`config.mk`:
```
export PLATFORM = sky130hd
export DESIGN_NAME = alu_share_ctrl_flat
export DESIGN_NICKNAME = d
export VERILOG_FILES = /design/src/rtl/alu_pkg.sv /design/src/rtl/alu_share_ctrl_if.sv /design/src/rtl/alu.sv /design/src/rtl/rr_arb2.sv /design/src/rtl/alu_share_ctrl.sv /design/src/flat_wrapper.sv
export SDC_FILE = /design/constraint.sdc
export NUM_CORES = 1
export LEC_CHECK = 0
export CORE_AREA = 2 2 95 116
export DETAILED_ROUTE_END_ITERATION = 10
export DIE_AREA = 0 0 97 118
export PLACE_DENSITY = 0.53
export SYNTH_ARGS = -nofsm -noshare
export SYNTH_HDL_FRONTEND = slang
export SYNTH_HIERARCHICAL = 1
export SYNTH_SLANG_ARGS = --single-unit
```
`constraint.sdc`:
```
create_clock -name clk -period 5.1 [get_ports clk]
set_input_delay 1.02 -clock clk [delete_from_list [all_inputs] [get_ports clk]]
set_output_delay 1.02 -clock clk [all_outputs]
set_load 0.005 [all_outputs]
```
`src/rtl/alu_pkg.sv`:
```
// alu_pkg: shared ALU width, opcodes, scheduler states and opcode validity check
package alu_pkg;
  localparam int W = 8;
  localparam logic [2:0] OP_ADD = 3'b000;
  localparam logic [2:0] OP_SUB = 3'b001;
  localparam logic [2:0] OP_AND = 3'b010;
  localparam logic [2:0] OP_OR  = 3'b011;
  localparam logic [2:0] OP_NOT = 3'b100;
  typedef enum logic [1:0] {ST_IDLE, ST_EXEC, ST_RESP} state_t;
  function automatic logic is_valid_op(input logic [2:0] op);
    return op <= OP_NOT;
  endfunction
endpackage

```
`src/rtl/alu_share_ctrl_if.sv`:
```
// alu_share_ctrl_if: two request channels plus tagged response channel and status
interface alu_share_ctrl_if #(parameter int W = 8, parameter int CNT_W = 16);
  logic             req0_valid;
  logic             req0_ready;
  logic [W-1:0]     req0_a;
  logic [W-1:0]     req0_b;
  logic [2:0]       req0_op;
  logic             req1_valid;
  logic             req1_ready;
  logic [W-1:0]     req1_a;
  logic [W-1:0]     req1_b;
  logic [2:0]       req1_op;
  logic             resp_valid;
  logic             resp_ready;
  logic             resp_id;
  logic [W-1:0]     resp_result;
  logic             resp_zero;
  logic             resp_err;
  logic             busy;
  logic [CNT_W-1:0] ops_done;
  modport master (
    output req0_valid, req0_a, req0_b, req0_op,
    output req1_valid, req1_a, req1_b, req1_op,
    output resp_ready,
    input  req0_ready, req1_ready, resp_valid, resp_id, resp_result, resp_zero, resp_err,
    input  busy, ops_done
  );
  modport slave (
    input  req0_valid, req0_a, req0_b, req0_op,
    input  req1_valid, req1_a, req1_b, req1_op,
    input  resp_ready,
    output req0_ready, req1_ready, resp_valid, resp_id, resp_result, resp_zero, resp_err,
    output busy, ops_done
  );
endinterface

```
`src/rtl/alu.sv`:
```
// alu: 8-bit ADD/SUB/AND/OR/NOT with zero flag, undefined opcodes give 0
module alu
  import alu_pkg::*;
(
  input  logic [W-1:0] a,
  input  logic [W-1:0] b,
  input  logic [2:0]   op,
  output logic [W-1:0] result,
  output logic         zero
);
  // combinational datapath, wrapping arithmetic, NOT uses a only
  always_comb begin
    result = '0;
    case (op)
      OP_ADD:  result = a + b;
      OP_SUB:  result = a - b;
      OP_AND:  result = a & b;
      OP_OR:   result = a | b;
      OP_NOT:  result = ~a;
      default: result = '0;
    endcase
  end
  assign zero = result == '0;
endmodule

```
`src/rtl/rr_arb2.sv`:
```
// rr_arb2: two-way round-robin grant, ptr names the requester preferred on a tie
module rr_arb2 (
  input  logic [1:0] valid,
  input  logic       ptr,
  input  logic       en,
  output logic [1:0] gnt
);
  assign gnt = !en ? 2'b00 : &valid ? (ptr ? 2'b10 : 2'b01) : valid;
endmodule

```
`src/rtl/alu_share_ctrl.sv`:
```
// alu_share_ctrl: round-robin scheduler sharing one alu between two requesters
module alu_share_ctrl
  import alu_pkg::*;
#(
  parameter int W     = 8,
  parameter int CNT_W = 16
) (
  input logic             clk,
  input logic             rst,
  alu_share_ctrl_if.slave bus
);
  state_t           state;
  state_t           state_n;
  logic             rr_ptr;
  logic             id_q;
  logic             hs;
  logic             en;
  logic             gid;
  logic [1:0]       gnt;
  logic [W-1:0]     a_q;
  logic [W-1:0]     b_q;
  logic [2:0]       op_q;
  logic [W-1:0]     alu_res;
  logic             alu_zero;
  logic [CNT_W-1:0] cnt;
  assign hs  = state == ST_RESP && bus.resp_ready;
  assign en  = state == ST_IDLE || hs;
  assign gid = gnt[1];
  rr_arb2 u_arb (
    .valid({bus.req1_valid, bus.req0_valid}),
    .ptr  (rr_ptr),
    .en   (en),
    .gnt  (gnt)
  );
  alu u_alu (
    .a     (a_q),
    .b     (b_q),
    .op    (op_q),
    .result(alu_res),
    .zero  (alu_zero)
  );
  assign bus.req0_ready = gnt[0];
  assign bus.req1_ready = gnt[1];
  assign bus.resp_valid = state == ST_RESP;
  assign bus.busy       = state != ST_IDLE;
  assign bus.ops_done   = cnt;
  // EXEC always advances; RESP holds until taken; otherwise a grant starts a new op
  always_comb begin
    state_n = state == ST_EXEC ? ST_RESP :
              (state == ST_RESP && !bus.resp_ready) ? ST_RESP :
              |gnt ? ST_EXEC : ST_IDLE;
  end
  // operand capture on grant, response capture in EXEC, saturating handshake counter
  always_ff @(posedge clk) begin
    if (rst) begin
      state           <= ST_IDLE;
      rr_ptr          <= 1'b0;
      a_q             <= '0;
      b_q             <= '0;
      op_q            <= '0;
      id_q            <= 1'b0;
      bus.resp_id     <= 1'b0;
      bus.resp_result <= '0;
      bus.resp_zero   <= 1'b0;
      bus.resp_err    <= 1'b0;
      cnt             <= '0;
    end else begin
      state <= state_n;
      if (|gnt) begin
        a_q    <= gid ? bus.req1_a : bus.req0_a;
        b_q    <= gid ? bus.req1_b : bus.req0_b;
        op_q   <= gid ? bus.req1_op : bus.req0_op;
        id_q   <= gid;
        rr_ptr <= ~gid;
      end
      if (state == ST_EXEC) begin
        bus.resp_id     <= id_q;
        bus.resp_result <= alu_res;
        bus.resp_zero   <= alu_zero;
        bus.resp_err    <= !is_valid_op(op_q);
      end
      if (hs && cnt != '1) cnt <= cnt + 1'b1;
    end
  end
endmodule

```
`src/flat_wrapper.sv`:
```
// flat-port wrapper written by rule: the top's interface ports become plain ports
module alu_share_ctrl_flat import alu_pkg::*;
#(
  parameter int W     = 8,
  parameter int CNT_W = 16
)
  (clk, rst, bus_req0_valid, bus_req0_a, bus_req0_b, bus_req0_op, bus_req1_valid, bus_req1_a, bus_req1_b, bus_req1_op, bus_resp_ready, bus_req0_ready, bus_req1_ready, bus_resp_valid, bus_resp_id, bus_resp_result, bus_resp_zero, bus_resp_err, bus_busy, bus_ops_done);
  alu_share_ctrl_if #(.W(W), .CNT_W(CNT_W)) bus_i ();
  input logic clk;
  input logic rst;
  input wire logic [$bits(bus_i.req0_valid)-1:0] bus_req0_valid;
  input wire logic [$bits(bus_i.req0_a)-1:0] bus_req0_a;
  input wire logic [$bits(bus_i.req0_b)-1:0] bus_req0_b;
  input wire logic [$bits(bus_i.req0_op)-1:0] bus_req0_op;
  input wire logic [$bits(bus_i.req1_valid)-1:0] bus_req1_valid;
  input wire logic [$bits(bus_i.req1_a)-1:0] bus_req1_a;
  input wire logic [$bits(bus_i.req1_b)-1:0] bus_req1_b;
  input wire logic [$bits(bus_i.req1_op)-1:0] bus_req1_op;
  input wire logic [$bits(bus_i.resp_ready)-1:0] bus_resp_ready;
  output wire logic [$bits(bus_i.req0_ready)-1:0] bus_req0_ready;
  output wire logic [$bits(bus_i.req1_ready)-1:0] bus_req1_ready;
  output wire logic [$bits(bus_i.resp_valid)-1:0] bus_resp_valid;
  output wire logic [$bits(bus_i.resp_id)-1:0] bus_resp_id;
  output wire logic [$bits(bus_i.resp_result)-1:0] bus_resp_result;
  output wire logic [$bits(bus_i.resp_zero)-1:0] bus_resp_zero;
  output wire logic [$bits(bus_i.resp_err)-1:0] bus_resp_err;
  output wire logic [$bits(bus_i.busy)-1:0] bus_busy;
  output wire logic [$bits(bus_i.ops_done)-1:0] bus_ops_done;
  assign bus_i.req0_valid = bus_req0_valid;
  assign bus_i.req0_a = bus_req0_a;
  assign bus_i.req0_b = bus_req0_b;
  assign bus_i.req0_op = bus_req0_op;
  assign bus_i.req1_valid = bus_req1_valid;
  assign bus_i.req1_a = bus_req1_a;
  assign bus_i.req1_b = bus_req1_b;
  assign bus_i.req1_op = bus_req1_op;
  assign bus_i.resp_ready = bus_resp_ready;
  assign bus_req0_ready = bus_i.req0_ready;
  assign bus_req1_ready = bus_i.req1_ready;
  assign bus_resp_valid = bus_i.resp_valid;
  assign bus_resp_id = bus_i.resp_id;
  assign bus_resp_result = bus_i.resp_result;
  assign bus_resp_zero = bus_i.resp_zero;
  assign bus_resp_err = bus_i.resp_err;
  assign bus_busy = bus_i.busy;
  assign bus_ops_done = bus_i.ops_done;
  alu_share_ctrl #(.W(W), .CNT_W(CNT_W)) u_core (.clk(clk), .rst(rst), .bus(bus_i));
endmodule
```
* Word-level counts from Yosys, hierarchy flattened
Index checks and enable logic that the tools add are counted. W data, S select, Z words.
Word-level totals: register bits 50, bits in latches 0, memory bits (writable) 0, memory bits (read-only) 0, input bits 43, output and inout port bits 31, memories 0
Cells by class: $add $sub $neg 3, multipliers 0, div/mod/pow operators 0, magnitude comparators 1, equal/unequal tests 7, shift-type cells 0, multiplexer cells 10, bitwise operators 4, reductions and logical operators 13
Operators with widths (number):
- $pmux W8 S5 | 1
- $add A16 B1 Y16 const B | 1
- $mux W8 | 2
- $ne A16 B16 Y1 const B | 1
- $mux W2 | 5
- $add A8 B8 Y8 | 1
- $and A8 B8 Y8 | 1
- $logic_not A8 Y1 | 1
- $not A8 Y8 | 1
- $or A8 B8 Y8 | 1
- $sub A8 B8 Y8 | 1
- $eq A3 B2 Y1 const B | 2
- $eq A3 B1 Y1 const B | 1
- $eq A3 B3 Y1 const B | 1
- $le A3 B3 Y1 const B | 1
- $logic_and A1 B1 Y1 | 3
- $logic_not A3 Y1 | 1
- $mux W3 | 1
- $reduce_or A3 Y1 | 1
- $eq A2 B1 Y1 const B | 1
- $eq A2 B2 Y1 const B | 1
- $logic_not A1 Y1 | 2
- $logic_not A2 Y1 | 1
- $reduce_and A2 Y1 | 1
- 5 further kinds | 5

* Depth between registers and ports, before layout
Gate-level depths: netlist of the first run.
word-level depth 8, gate-level depth with buffers 13, gate-level depth less buffers 13

* Cells and area by module
The synthesis of the first run kept the hierarchy.
By module, submodules not included:
- alu_share_ctrl | times used 1, cells an instance 274, area each 2243.4 um^2
- alu | times used 1, cells an instance 111, area each 764.5 um^2
- rr_arb2 | times used 1, cells an instance 5, area each 21.3 um^2

* Worst setup path before layout of the first run
No wires, ideal clock.
path type register to register, from reg u_core.op_q[1], to reg u_core.bus.resp_zero, setup time 0.070 ns, arrival 2.907 ns, required time 5.030 ns, slack 2.123 ns, stages on the path, launching flop included 13, path buffers 1, period minus slack after synthesis 2.977 ns, cells stage by stage dfxtp_1 -> buf_2 -> nor3b_2 -> mux2_2 -> fa_1 -> xnor2_1 -> a32oi_1 -> nand2_1 -> or3_1 -> or3_1 -> nor4_2 -> nand2_1 -> a21oi_1
Between the ends: longest elaborated chain between the ends 3
Ends and longest elaborated chain:
- from (decl) | line alu_share_ctrl.sv:22 | logic [2:0] op_q;
- from (signal assigned) | line alu_share_ctrl.sv:72 | op_q <= gid ? bus.req1_op : bus.req0_op;
- $eq A3 B3 Y1 (tied with other cells) | line alu.sv:14 | case (op)
- $pmux W8 S5 (*) | line alu.sv:14
- named net u_core.alu_res[2] | line alu_share_ctrl.sv:23 | logic [W-1:0] alu_res;
- $logic_not A8 Y1 (*) | line alu.sv:23 | assign zero = result == '0;
- named net u_core.alu_zero | line alu_share_ctrl.sv:24 | logic alu_zero;
- to (signal assigned) | line alu_share_ctrl.sv:79 | bus.resp_zero <= alu_zero;
- to (decl) | line alu_share_ctrl_if.sv:32 | output req0_ready, req1_ready, resp_valid, resp_id, resp_result, resp_zero, resp_err,
The timed path passes the listed nets; every way through them passes the cells marked *. A chain may end at the register's enable or synchronous reset.

* Worst setup path after layout of the first run
from in bus_resp_ready, to out bus_req1_ready
Between the ends: longest elaborated chain between the ends 3
Ends and longest elaborated chain:
- from (decl) | line flat_wrapper.sv:19 | input wire logic [$bits(bus_i.resp_ready)-1:0] bus_resp_ready;
- $logic_and A1 B1 Y1 | line alu_share_ctrl.sv:26 | assign hs = state == ST_RESP && bus.resp_ready;
- $logic_or A1 B1 Y1 | line alu_share_ctrl.sv:27 | assign en = state == ST_IDLE || hs;
- named net u_core.en | line alu_share_ctrl.sv:17 | logic en;
- $mux W2 | line rr_arb2.sv:8 | assign gnt = !en ? 2'b00 : &valid ? (ptr ? 2'b10 : 2'b01) : valid;
- to (decl) | line flat_wrapper.sv:21 | output wire logic [$bits(bus_i.req1_ready)-1:0] bus_req1_ready;
The timed path passes the listed nets, and every way through them passes these cells.

==> load_flow_metrics.sql, run 1 <==
INSERT INTO impl_metrics (metric_group, metric, value, unit) VALUES
('run_status', 'outcome', 'finished clean', ''),
('floorplan', 'fp.dieW', '97', 'µm'),
('floorplan', 'pin_count', '74', ''),
('clock_network', 'post_cts_resize_count', '0', ''),
('routing', 'routed_wirelength', '7970', 'µm'),
('critical_path', 'ff2ff_setup_slack', '1580', 'ps'),
('placed_design', 'place_congestion', '0.897', ''),
('critical_path', 'setup.worst_path.end_class', 'primary output', ''),
('global_routing', 'grt_remaining_overflow', '0', ''),
('yosys', 'synth_enable_flop_cells', '0', ''),
('finish', 'multiInputGateArea', '1880', 'µm²'),
('timing', 'timing.clock.skew', '7.35', 'ps'),
('critical_path', 'max_incr_delay_on_cp', '580', 'ps'),
('clock_network', 'post-cts-setup-buffers', '0', ''),
('min_path', 'whs_path_depth', '2', ''),
('routing', 'ant_nets', '0', ''),
('critical_path', 'crit-reg2reg-launch', 'u_core/op_q[0]', ''),
('clock_network', 'total_cts_buffers', '5', ''),
('yosys', 'synth_commonest_cells', 'sky130_fd_sc_hd__nor2_1 (57), sky130_fd_sc_hd__a21oi_1 (51), sky130_fd_sc_hd__dfxtp_1 (50)', ''),
('min_path', 'timing.hold.worst.class', 'flop to flop', ''),
('floorplan', 'coreArea', '10300', 'µm²'),
('yosys', 'syn_area_per_cell', '7.77', 'µm²'),
('yosys', 'synth.lib_cells_used.distinct', '57', ''),
('critical_path', 'ff2ff_path_depth', '11', ''),
('routing', 'vias_per_cell', '4.99', ''),
('timing', 'final-setup-viol-count', '0', ''),
('critical_path', 'worst_setup_path_start_kind', 'input port', ''),
('yosys', 'yosysWarnings', '6', ''),
('timing', 'setup_repair_after_global_routing_missed_its_margin', 'no', ''),
('timing', 'tightestPinTransition', '874', 'ps'),
('timing', 'post-route-min-period', '3900', 'ps'),
('critical_path', 'criticalPathCategory', 'input port to primary output', ''),
('pwr', 'power.combinational.fraction', '37.7', '%'),
('timing', 'finalSetupTns', '0', 'ps'),
('critical_path', 'critical_path.most_common_cell', 'sky130_fd_sc_hd__nand2_1', ''),
('placed_design', 'dp_hpwl', '6170', 'µm'),
('pwr', 'worst_ir_drop_vdd', '137', 'µV'),
('finish', 'nets', '503', ''),
('floorplan', 'starting_density_of_the_core', '29.4', '%'),
('finish', 'antennaDiodeCount', '0', ''),
('global_routing', 'antenna_found_initial', '0', ''),
('finish', 'final.fill_count', '1043', ''),
('yosys', 'yosys_most_used_dff', 'sky130_fd_sc_hd__dfxtp_1', ''),
('clock_network', 'cts_tree', 'built', ''),
('timing', 'max_freq', '256', 'MHz'),
('clock_network', 'cts_buffer_depth', '2', ''),
('global_routing', 'grt_pass1_wl', '13400', 'µm'),
('routing', 'detail_route.iter0.violations', '99', ''),
('critical_path', 'worstPathCellList', 'clkdlybuf4s50_1, nand2_1, nand2_1, nand2_1, a21oi_2, buf_4, clkdlybuf4s50_1', ''),
('timing', 'final_max_slew_viol_count', '0', ''),
('critical_path', 'depth_of_the_critical_timing_path_with_buffers_and_inverters_included', '7', ''),
('yosys', 'netlist_area_before_placement', '3030', 'µm²'),
('clock_network', 'maximum_level_of_the_cts_h_tree', '2', ''),
('critical_path', 'critical_path.slowest_cell', 'sky130_fd_sc_hd__clkdlybuf4s50_1', ''),
('timing', 'max-slew-margin-rel', '41.3', '%'),
('floorplan', 'fp.dieArea', '11400', 'µm²'),
('yosys', 'netlist.top_cell.by_area', 'sky130_fd_sc_hd__dfxtp_1', ''),
('yosys', 'synth.area.top_cells', 'sky130_fd_sc_hd__dfxtp_1 (33%), sky130_fd_sc_hd__a21oi_1 (8.4%), sky130_fd_sc_hd__nor2_1 (7.1%)', ''),
('timing', 'timing_hold_violations_final', '0', ''),
('routing', 'firstDrtPassIters', '4', ''),
('routing', 'wl_per_cell', '13.8', 'µm'),
('timing', 'min_period_over_period', '76.5', '%'),
('pwr', 'switching_share', '33.4', '%'),
('floorplan', 'fp-row-count', '41', ''),
('timing', 'fin_worst_hold_slack', '466', 'ps'),
('routing', 'remaining_drc_errors', '0', ''),
('critical_path', 'timing.critical_path.required', '4080', 'ps'),
('clock_network', 'clock_tree.root_cell', 'sky130_fd_sc_hd__clkbuf_16', ''),
('pwr', 'power_frac_seq', '34.1', '%'),
('yosys', 'ys_async_sr_fraction', '0', '%'),
('critical_path', 'arrival_time_reported_for_the_critical_path_endpoint', '2880', 'ps');
[final cells by class]
type	instances	area share, %
sequential	50	24.9
clock buffer	6	3.45
inverter	14	1.31
clock inverter	2	0.964
tap	129	4.01
multi-input combinational	301	46.7
timing repair buffer	76	18.7
[layout by cell type (no fill, tap or decap), types with 5 or more instances in the layout]
cell type,Yosys,routed
sky130_fd_sc_hd__inv_1,14,14
sky130_fd_sc_hd__a21oi_1,51,49
sky130_fd_sc_hd__o31ai_1,6,6
sky130_fd_sc_hd__o21ai_0,10,10
sky130_fd_sc_hd__mux2i_1,20,20
sky130_fd_sc_hd__nand2_1,40,40
sky130_fd_sc_hd__nand4_1,7,7
sky130_fd_sc_hd__dfxtp_1,50,50
sky130_fd_sc_hd__nor3_1,9,9
sky130_fd_sc_hd__clkbuf_16,0,5
sky130_fd_sc_hd__maj3_1,5,5
sky130_fd_sc_hd__nor2_1,57,57
sky130_fd_sc_hd__or3_1,5,5
sky130_fd_sc_hd__xnor2_1,11,11
sky130_fd_sc_hd__ha_1,11,11
sky130_fd_sc_hd__or4_1,5,5
sky130_fd_sc_hd__clkdlybuf4s50_1,0,73
sky130_fd_sc_hd__nand3_1,6,6
[worst register-to-register path, cell delays in order, from the launching register on]
cell	delay [ps]
sky130_fd_sc_hd__dfxtp_1	660
sky130_fd_sc_hd__nor3b_2	490
sky130_fd_sc_hd__mux2_2	420
sky130_fd_sc_hd__fa_1	440
sky130_fd_sc_hd__nand2b_1	160
sky130_fd_sc_hd__a21oi_1	240
sky130_fd_sc_hd__xnor2_1	150
sky130_fd_sc_hd__o221ai_1	160
sky130_fd_sc_hd__or3_1	410
sky130_fd_sc_hd__nor4_2	140
sky130_fd_sc_hd__nand2_1	70
sky130_fd_sc_hd__a21oi_1	130
[how the worst min path moves through the flow]
stage / end / slack (ps)
2_1_floorplan: u_core/bus.resp_id / 430
3_3_place_gp: u_core/bus.resp_id / 450
3_5_place_dp: u_core/bus.resp_id / 450
4_1_cts: u_core/bus.resp_id / 460
5_1_grt: u_core/bus.resp_id / 490
6_report: u_core/bus.resp_result[2] / 470
[routing by layer]
layer  GRT usage, %  vias up  part of all wire (%)
met3           2.38        4                   3.7
met5              0        -                     0
met1           16.7     1302                    45
li1               -     1507                     -
met2           25.2       70                    51
met4           3.61        0                  0.58
[registers in the layout, indices dropped and copies added (netlist names)]
register	flops
u_core/bus.resp_result	8
u_core/bus.resp_err	1
u_core/state	2
u_core/bus.ops_done	16
u_core/bus.resp_zero	1
u_core/rr_ptr	1
u_core/op_q	3
u_core/b_q	8
u_core/bus.resp_id	1
u_core/id_q	1
u_core/a_q	8
[through the flow]
stage / power [W] / setup WS [ps] / instances / area (µm²) / util [%]
after global routing: 0.00150 / 1060 / 578 / 4020 / 39.0
after detailed placement: 0.00101 / 1190 / 570 / 3850 / 37.3
after floorplan: 0.000856 / 2120 / 390 / 3030 / -
final: 0.00140 / 1200 / 578 / 4020 / 39.0
after CTS: 0.00141 / 1190 / 578 / 4020 / 39.0
after global placement: 0.00101 / 1220 / 570 / 3850 / 37.3
[power groups by stage]
| stage | combinational, W | clock [W] | sequential, W |
|---|---|---|---|
| finish | 0.000527 | 0.000394 | 0.000477 |
| global route | 0.000588 | 0.000422 | 0.000485 |
| global placement | 0.000520 | 0 | 0.000487 |
| floorplan | 0.000393 | 0 | 0.000463 |
| CTS | 0.000528 | 0.000408 | 0.000478 |
| detailed placement | 0.000525 | 0 | 0.000487 |
[logic make-up after synthesis]
logic type,count (synthesis),share of synthesized area (%)
and+or+nand+nor,160,26.2
AOI/OAI and AO/OA,90,17.8
DFF,50,33.0
buffers and inverters,39,5.20
muxes,22,7.35
adders and majority gates,18,7.23
xor gates and xnor gates,11,3.18
No activity file was read; power rests on OpenSTA's default activity.
==> run 2: changes to the inputs <==
PLACE_DENSITY = 0.55   (was 0.53)
clock period = 3.5 ns   (was 5.1 ns; I/O delays follow)
==> load_flow_metrics.sql, run 2 (same netlist as run 1, synthesis figures left out) <==
INSERT INTO impl_metrics (metric_group, metric, value, unit) VALUES
('run_status', 'outcome', 'finished clean', ''),
('critical_path', 'max_incr_delay_on_cp', '430', 'ps'),
('critical_path', 'timing.critical_path.required', '3720', 'ps'),
('clock_network', 'post-cts-setup-buffers', '0', ''),
('critical_path', 'criticalPathCategory', 'flop to flop', ''),
('finish', 'cell_area_after_layout', '4050', 'µm²'),
('timing', 'min_period_over_period', '86.8', '%'),
('finish', 'final.fill_count', '1079', ''),
('routing', 'routed-via-count', '2963', ''),
('global_routing', 'antenna_found_initial', '0', ''),
('finish', 'antennaDiodeCount', '0', ''),
('routing', 'ant_nets', '0', ''),
('finish', 'non_filler_cells_in_the_finished_layout', '582', ''),
('critical_path', 'critical_path.most_common_cell', 'sky130_fd_sc_hd__a21oi_1', ''),
('global_routing', 'grtUsageTotal', '13.9', '%'),
('critical_path', 'worst_setup_path_start_kind', 'flop', ''),
('global_routing', 'first_global_vias', '2743', ''),
('pwr', 'leakage', '1.45', 'nW'),
('finish', 'nets', '507', ''),
('finish', 'layout_common_cells', 'sky130_fd_sc_hd__clkdlybuf4s50_1 (73), sky130_fd_sc_hd__nor2_1 (57), sky130_fd_sc_hd__dfxtp_1 (50)', ''),
('timing', 'max_freq', '329', 'MHz'),
('critical_path', 'worstPathCellList', 'inv_1, ha_1, mux2_2, fa_1, nand2b_1, a21oi_1, xnor2_1, o221ai_1, or3_1, nor4_2, nand2_1, a21oi_1', ''),
('timing', 'timing.clock.skew', '6.83', 'ps'),
('timing', 'setup_repair_after_global_routing_missed_its_margin', 'no', ''),
('timing', 'final_max_slew_viol_count', '0', ''),
('clock_network', 'clock_tree.root_cell', 'sky130_fd_sc_hd__clkbuf_16', ''),
('clock_network', 'post_cts_resize_count', '0', ''),
('floorplan', 'starting_density_of_the_core', '29.4', '%'),
('floorplan', 'coreArea', '10300', 'µm²'),
('routing', 'vias_per_cell', '5.09', ''),
('global_routing', 'pin_count_of_the_biggest_net_entering_global_routing', '51', ''),
('finish', 'drive_gt1_share', '7.51', '%'),
('critical_path', 'ff2ff_path_depth', '12', ''),
('routing', 'wl_per_cell', '14.1', 'µm'),
('timing', 'max-slew-margin-rel', '42.6', '%'),
('placed_design', 'dp_hpwl', '6130', 'µm'),
('timing', 'post-route-min-period', '3040', 'ps'),
('min_path', 'timing.hold.worst.class', 'flop to flop', ''),
('pwr', 'worst_ir_drop_vdd', '204', 'µV'),
('pwr', 'power.density_cell_area', '509', 'nW/µm²'),
('clock_network', 'total_cts_buffers', '5', ''),
('timing', 'timing_hold_violations_final', '0', ''),
('placed_design', 'placement.cell_area', '3880', 'µm²'),
('critical_path', 'depth_of_the_critical_timing_path_with_buffers_and_inverters_included', '12', ''),
('min_path', 'whs_path_depth', '2', ''),
('global_routing', 'grt_remaining_overflow', '0', ''),
('critical_path', 'critPathBufInv', '1', ''),
('critical_path', 'arrival_time_reported_for_the_critical_path_endpoint', '3260', 'ps'),
('floorplan', 'fp.dieArea', '11400', 'µm²'),
('run', 'drv.max_cap_violation_count', '0', ''),
('clock_network', 'cts_hold_buf', '0', ''),
('critical_path', 'critical_path.slowest_cell', 'sky130_fd_sc_hd__fa_1', ''),
('routing', 'firstDrtPassIters', '5', ''),
('placed_design', 'place_congestion', '0.860', ''),
('clock_network', 'clkSlewWorstSetupHoldPaths', '70', 'ps'),
('critical_path', 'setup.worst_path.end_class', 'flop', ''),
('placed_design', 'placed_cells_incl_taps', '574', ''),
('clock_network', 'cts_sinks', '50', ''),
('clock_network', 'cts_tree', 'built', ''),
('critical_path', 'path_delay_family', 'simple AND/OR/NAND/NOR gates', ''),
('floorplan', 'pin_count', '74', ''),
('timing', 'finalSetupTns', '0', 'ps'),
('critical_path', 'critical_path_peak_fanout', '6', ''),
('finish', 'area_growth_syn_to_layout', '33.8', '%'),
('finish', 'largest_register_ff_count', '16', ''),
('floorplan', 'fp-row-count', '41', ''),
('finish', 'mostFrequentLayoutCell', 'sky130_fd_sc_hd__clkdlybuf4s50_1', ''),
('clock_network', 'clkLatencyLatePin', '290', 'ps'),
('routing', 'remaining_drc_errors', '0', ''),
('critical_path', 'ff2ff_setup_slack', '460', 'ps'),
('timing', 'tightestPinTransition', '854', 'ps'),
('routing', 'routed_wirelength', '8200', 'µm'),
('global_routing', 'grt_pass1_wl', '13300', 'µm'),
('clock_network', 'maximum_level_of_the_cts_h_tree', '2', ''),
('routing', 'detail_route.iter0.violations', '85', ''),
('floorplan', 'fp.dieW', '97', 'µm'),
('timing', 'final-setup-viol-count', '0', ''),
('finish', 'layout.core_utilization', '39.3', '%'),
('placed_design', 'placement.io_buffers', '73', ''),
('floorplan', 'die_height', '118', 'µm'),
('clock_network', 'cts_buffer_depth', '2', '');
[run 2: cell types whose count changed in the layout (fill, tap and decap cells not counted), sizes merged]
cell and change:
buf +4
[run 2: worst paths after layout]
kind,start,end
min,u_core/id_q,u_core/bus.resp_id
max reg2reg,u_core/b_q[0],u_core/bus.resp_zero
max,u_core/b_q[0],u_core/bus.resp_zero
min reg2reg,u_core/id_q,u_core/bus.resp_id
[run 2: final cells by class]
class	count	area, µm²	share of cell area, %
clock buffer	6	139	3.43
clock inverter	2	38.8	0.957
inverter	14	52.6	1.30
multi-input combinational	301	1880	46.3
tap	129	161	3.98
sequential	50	1000	24.7
timing repair buffer	80	783	19.3
[run 2: per-layer routing]
| metal | track usage, % | vias up | share of wire (%) | routed length (µm) |
|---|---|---|---|---|
| met2 | 24.8 | 88 | 48 | 3910 |
| met3 | 2.73 | 14 | 4.9 | 405 |
| met4 | 4.58 | 0 | 2.2 | 177 |
| met5 | 0 | - | 0 | 0 |
| met1 | 16.6 | 1362 | 45 | 3700 |
| li1 | - | 1499 | - | - |
[run 2: worst reg2reg max path, stage by stage (launching register included)]
cell and delay [ps]:
sky130_fd_sc_hd__dfxtp_1 420, sky130_fd_sc_hd__inv_1 110, sky130_fd_sc_hd__ha_1 310, sky130_fd_sc_hd__mux2_2 290
sky130_fd_sc_hd__fa_1 430, sky130_fd_sc_hd__nand2b_1 160, sky130_fd_sc_hd__a21oi_1 210, sky130_fd_sc_hd__xnor2_1 140
sky130_fd_sc_hd__o221ai_1 150, sky130_fd_sc_hd__or3_1 400, sky130_fd_sc_hd__nor4_2 130, sky130_fd_sc_hd__nand2_1 70
sky130_fd_sc_hd__a21oi_1 130
[run 2: power by group]
part           total [W]  switching [W]  internal, W
logic           0.000800       0.000416     0.000384
clock network   0.000585       0.000225     0.000360
registers       0.000678      0.0000568     0.000621
[run 2: stage by stage]
step | worst slack (ps) | power (W) | hold slack, ps
3_3_place_gp | 567 | 0.00148 | 448
3_5_place_dp | 490 | 0.00149 | 453
6_report | 463 | 0.00206 | 457
5_1_grt | 227 | 0.00219 | 484
4_1_cts | 462 | 0.00208 | 458
2_1_floorplan | 523 | 0.00125 | 432
==> run 3: changes to the inputs <==
CORE_AREA = 2 2 104 126   (was 2 2 95 116)
DIE_AREA = 0 0 106 128   (was 0 0 97 118)
PLACE_DENSITY = 0.48   (was 0.55)
==> load_flow_metrics.sql, run 3 (same netlist as run 1, synthesis figures left out) <==
INSERT INTO impl_metrics (metric_group, metric, value, unit) VALUES
('global_routing', 'grt_pass1_wl', '13900', 'µm'),
('pwr', 'internal_power', '0.00134', 'W'),
('routing', 'routed-via-count', '2933', ''),
('timing', 'post-route-min-period', '3060', 'ps'),
('timing', 'final-setup-viol-count', '0', ''),
('critical_path', 'timing.critical_path.required', '3730', 'ps'),
('global_routing', 'first_global_vias', '2797', ''),
('pwr', 'switching_share', '34.5', '%'),
('routing', 'detail_route.iter0.violations', '130', ''),
('clock_network', 'cts_hold_buf', '0', ''),
('critical_path', 'max_incr_delay_on_cp', '420', 'ps'),
('floorplan', 'fp.dieArea', '13600', 'µm²'),
('floorplan', 'starting_density_of_the_core', '24.3', '%'),
('placed_design', 'placed_cells_incl_taps', '610', ''),
('timing', 'max-slew-margin-rel', '41.3', '%'),
('finish', 'mostFrequentLayoutCell', 'sky130_fd_sc_hd__clkdlybuf4s50_1', ''),
('timing', 'finalSetupTns', '0', 'ps'),
('critical_path', 'arrival_time_reported_for_the_critical_path_endpoint', '3290', 'ps'),
('critical_path', 'worst_setup_path_start_kind', 'flop', ''),
('finish', 'layout_common_cells', 'sky130_fd_sc_hd__clkdlybuf4s50_1 (73), sky130_fd_sc_hd__nor2_1 (57), sky130_fd_sc_hd__dfxtp_1 (50)', ''),
('routing', 'routed_wirelength', '8560', 'µm'),
('pwr', 'p_sw', '0.000707', 'W'),
('pwr', 'power.combinational.fraction', '39.0', '%'),
('clock_network', 'cts_tree', 'built', ''),
('clock_network', 'post_cts_resize_count', '0', ''),
('finish', 'area_growth_syn_to_layout', '35.2', '%'),
('critical_path', 'path_delay_family', 'simple AND/OR/NAND/NOR gates', ''),
('timing', 'timing.clock.skew', '7.80', 'ps'),
('placed_design', 'dp_hpwl', '6550', 'µm'),
('finish', 'antennaDiodeCount', '0', ''),
('clock_network', 'maximum_level_of_the_cts_h_tree', '2', ''),
('global_routing', 'antenna_found_initial', '0', ''),
('pwr', 'power_frac_seq', '33.1', '%'),
('placed_design', 'place_congestion', '0.819', ''),
('floorplan', 'pin_count', '74', ''),
('pwr', 'clockPowerShare', '27.9', '%'),
('min_path', 'timing.hold.worst.class', 'flop to flop', ''),
('routing', 'vias_per_cell', '4.75', ''),
('clock_network', 'total_cts_buffers', '5', ''),
('finish', 'largest_register_ff_count', '16', ''),
('finish', 'non_filler_cells_in_the_finished_layout', '618', ''),
('floorplan', 'fp-row-count', '45', ''),
('critical_path', 'critical_path_peak_fanout', '6', ''),
('critical_path', 'worstPathCellList', 'inv_1, ha_1, mux2_2, fa_1, nand2b_1, a21oi_1, xnor2_1, o221ai_1, or3_1, nor4_2, nand2_1, a21oi_1', ''),
('routing', 'ant_nets', '0', ''),
('finish', 'drive_gt1_share', '7.71', '%'),
('clock_network', 'clkLatencyLatePin', '300', 'ps'),
('clock_network', 'cts_sinks', '50', ''),
('global_routing', 'grtUsageTotal', '12.8', '%'),
('timing', 'max_freq', '327', 'MHz'),
('routing', 'wl_per_cell', '13.9', 'µm'),
('floorplan', 'fp.dieW', '106', 'µm'),
('timing', 'final_max_slew_viol_count', '0', ''),
('timing', 'setup_repair_after_global_routing_missed_its_margin', 'no', ''),
('floorplan', 'die_height', '128', 'µm'),
('finish', 'nets', '508', ''),
('routing', 'remaining_drc_errors', '0', ''),
('pwr', 'leakage', '1.45', 'nW'),
('pwr', 'worst_ir_drop_vdd', '288', 'µV'),
('placed_design', 'placement.io_buffers', '73', ''),
('critical_path', 'critPathBufInv', '1', ''),
('critical_path', 'criticalPathCategory', 'flop to flop', ''),
('routing', 'firstDrtPassIters', '6', ''),
('clock_network', 'clkSlewWorstSetupHoldPaths', '70', 'ps'),
('timing', 'timing_hold_violations_final', '0', ''),
('global_routing', 'grt_remaining_overflow', '0', ''),
('floorplan', 'coreArea', '12400', 'µm²'),
('clock_network', 'clock_tree.root_cell', 'sky130_fd_sc_hd__clkbuf_16', ''),
('run_status', 'outcome', 'finished clean', ''),
('run', 'drv.max_cap_violation_count', '0', ''),
('finish', 'layout.core_utilization', '32.9', '%'),
('timing', 'tightestPinTransition', '874', 'ps'),
('critical_path', 'critical_path.most_common_cell', 'sky130_fd_sc_hd__a21oi_1', ''),
('critical_path', 'critical_path.slowest_cell', 'sky130_fd_sc_hd__dfxtp_1', ''),
('timing', 'min_period_over_period', '87.5', '%'),
('pwr', 'power.density_cell_area', '501', 'nW/µm²'),
('clock_network', 'post-cts-setup-buffers', '0', ''),
('global_routing', 'pin_count_of_the_biggest_net_entering_global_routing', '42', ''),
('clock_network', 'cts_buffer_depth', '2', ''),
('critical_path', 'setup.worst_path.end_class', 'flop', '');
## run 3: cell types whose count changed in the layout (fill, tap and decap cells not counted)
cell,delta
sky130_fd_sc_hd__buf_4,+1
sky130_fd_sc_hd__clkbuf_8,-1
sky130_fd_sc_hd__clkinv_2,+1
## run 3: worst register-to-register path: cells and delay by family, from the launching register on
kind	cells	cell delay (ps)
flip-flops	1	420
adder cells (fa/ha/maj)	2	720
multiplexers	1	300
XOR/XNOR	1	150
AND/OR/NAND/NOR	4	780
AO/OA/AOI/OAI	3	510
buffers and inverters	1	110
## run 3: final cells by class
type / count / area, µm²
Clock buffer: 5 / 125
Tap cell: 164 / 205
Clock inverter: 3 / 43.8
Multi-Input combinational cell: 301 / 1880
Sequential cell: 50 / 1000
Timing Repair Buffer: 81 / 791
Inverter: 14 / 52.6
Fill cell: 1334 / 8350
## run 3: routing by layer
metal | wire, µm | GRT usage, % | vias up
li1 | - | - | 1508
met1 | 3810 | 15.3 | 1330
met4 | 190 | 4.72 | 0
met5 | 0 | 0 | -
met3 | 426 | 2.90 | 15
met2 | 4140 | 22.2 | 80
## run 3: worst paths after layout
kind	start	end	slack [ps]	depth (start not counted)
setup / recovery	u_core/b_q[0]	u_core/bus.resp_zero	440	12
hold / removal	u_core/bus.resp_result[6]	u_core/bus.resp_result[6]	460	2
setup reg to reg	u_core/b_q[0]	u_core/bus.resp_zero	440	12
hold reg to reg	u_core/bus.resp_result[6]	u_core/bus.resp_result[6]	460	2
## run 3: power groups by stage
stage / registers, W / clock network [W] / logic [W]
after floorplan: 0.000675 / 0 / 0.000573
after global placement: 0.000693 / 0 / 0.000793
after detailed placement: 0.000695 / 0 / 0.000796
after CTS: 0.000681 / 0.000591 / 0.000801
after global routing: 0.000690 / 0.000605 / 0.000889
final: 0.000680 / 0.000572 / 0.000800
## run 3: per-stage QoR
| step | worst slack, ps | hold slack [ps] | area (µm²) | total power, W |
|---|---|---|---|---|
| 2_1_floorplan | 523 | 432 | 3030 | 0.00125 |
| 3_3_place_gp | 554 | 451 | 3930 | 0.00149 |
| 3_5_place_dp | 461 | 453 | 3930 | 0.00149 |
| 4_1_cts | 435 | 464 | 4100 | 0.00207 |
| 5_1_grt | 214 | 494 | 4100 | 0.00218 |
| 6_report | 438 | 460 | 4100 | 0.00205 |
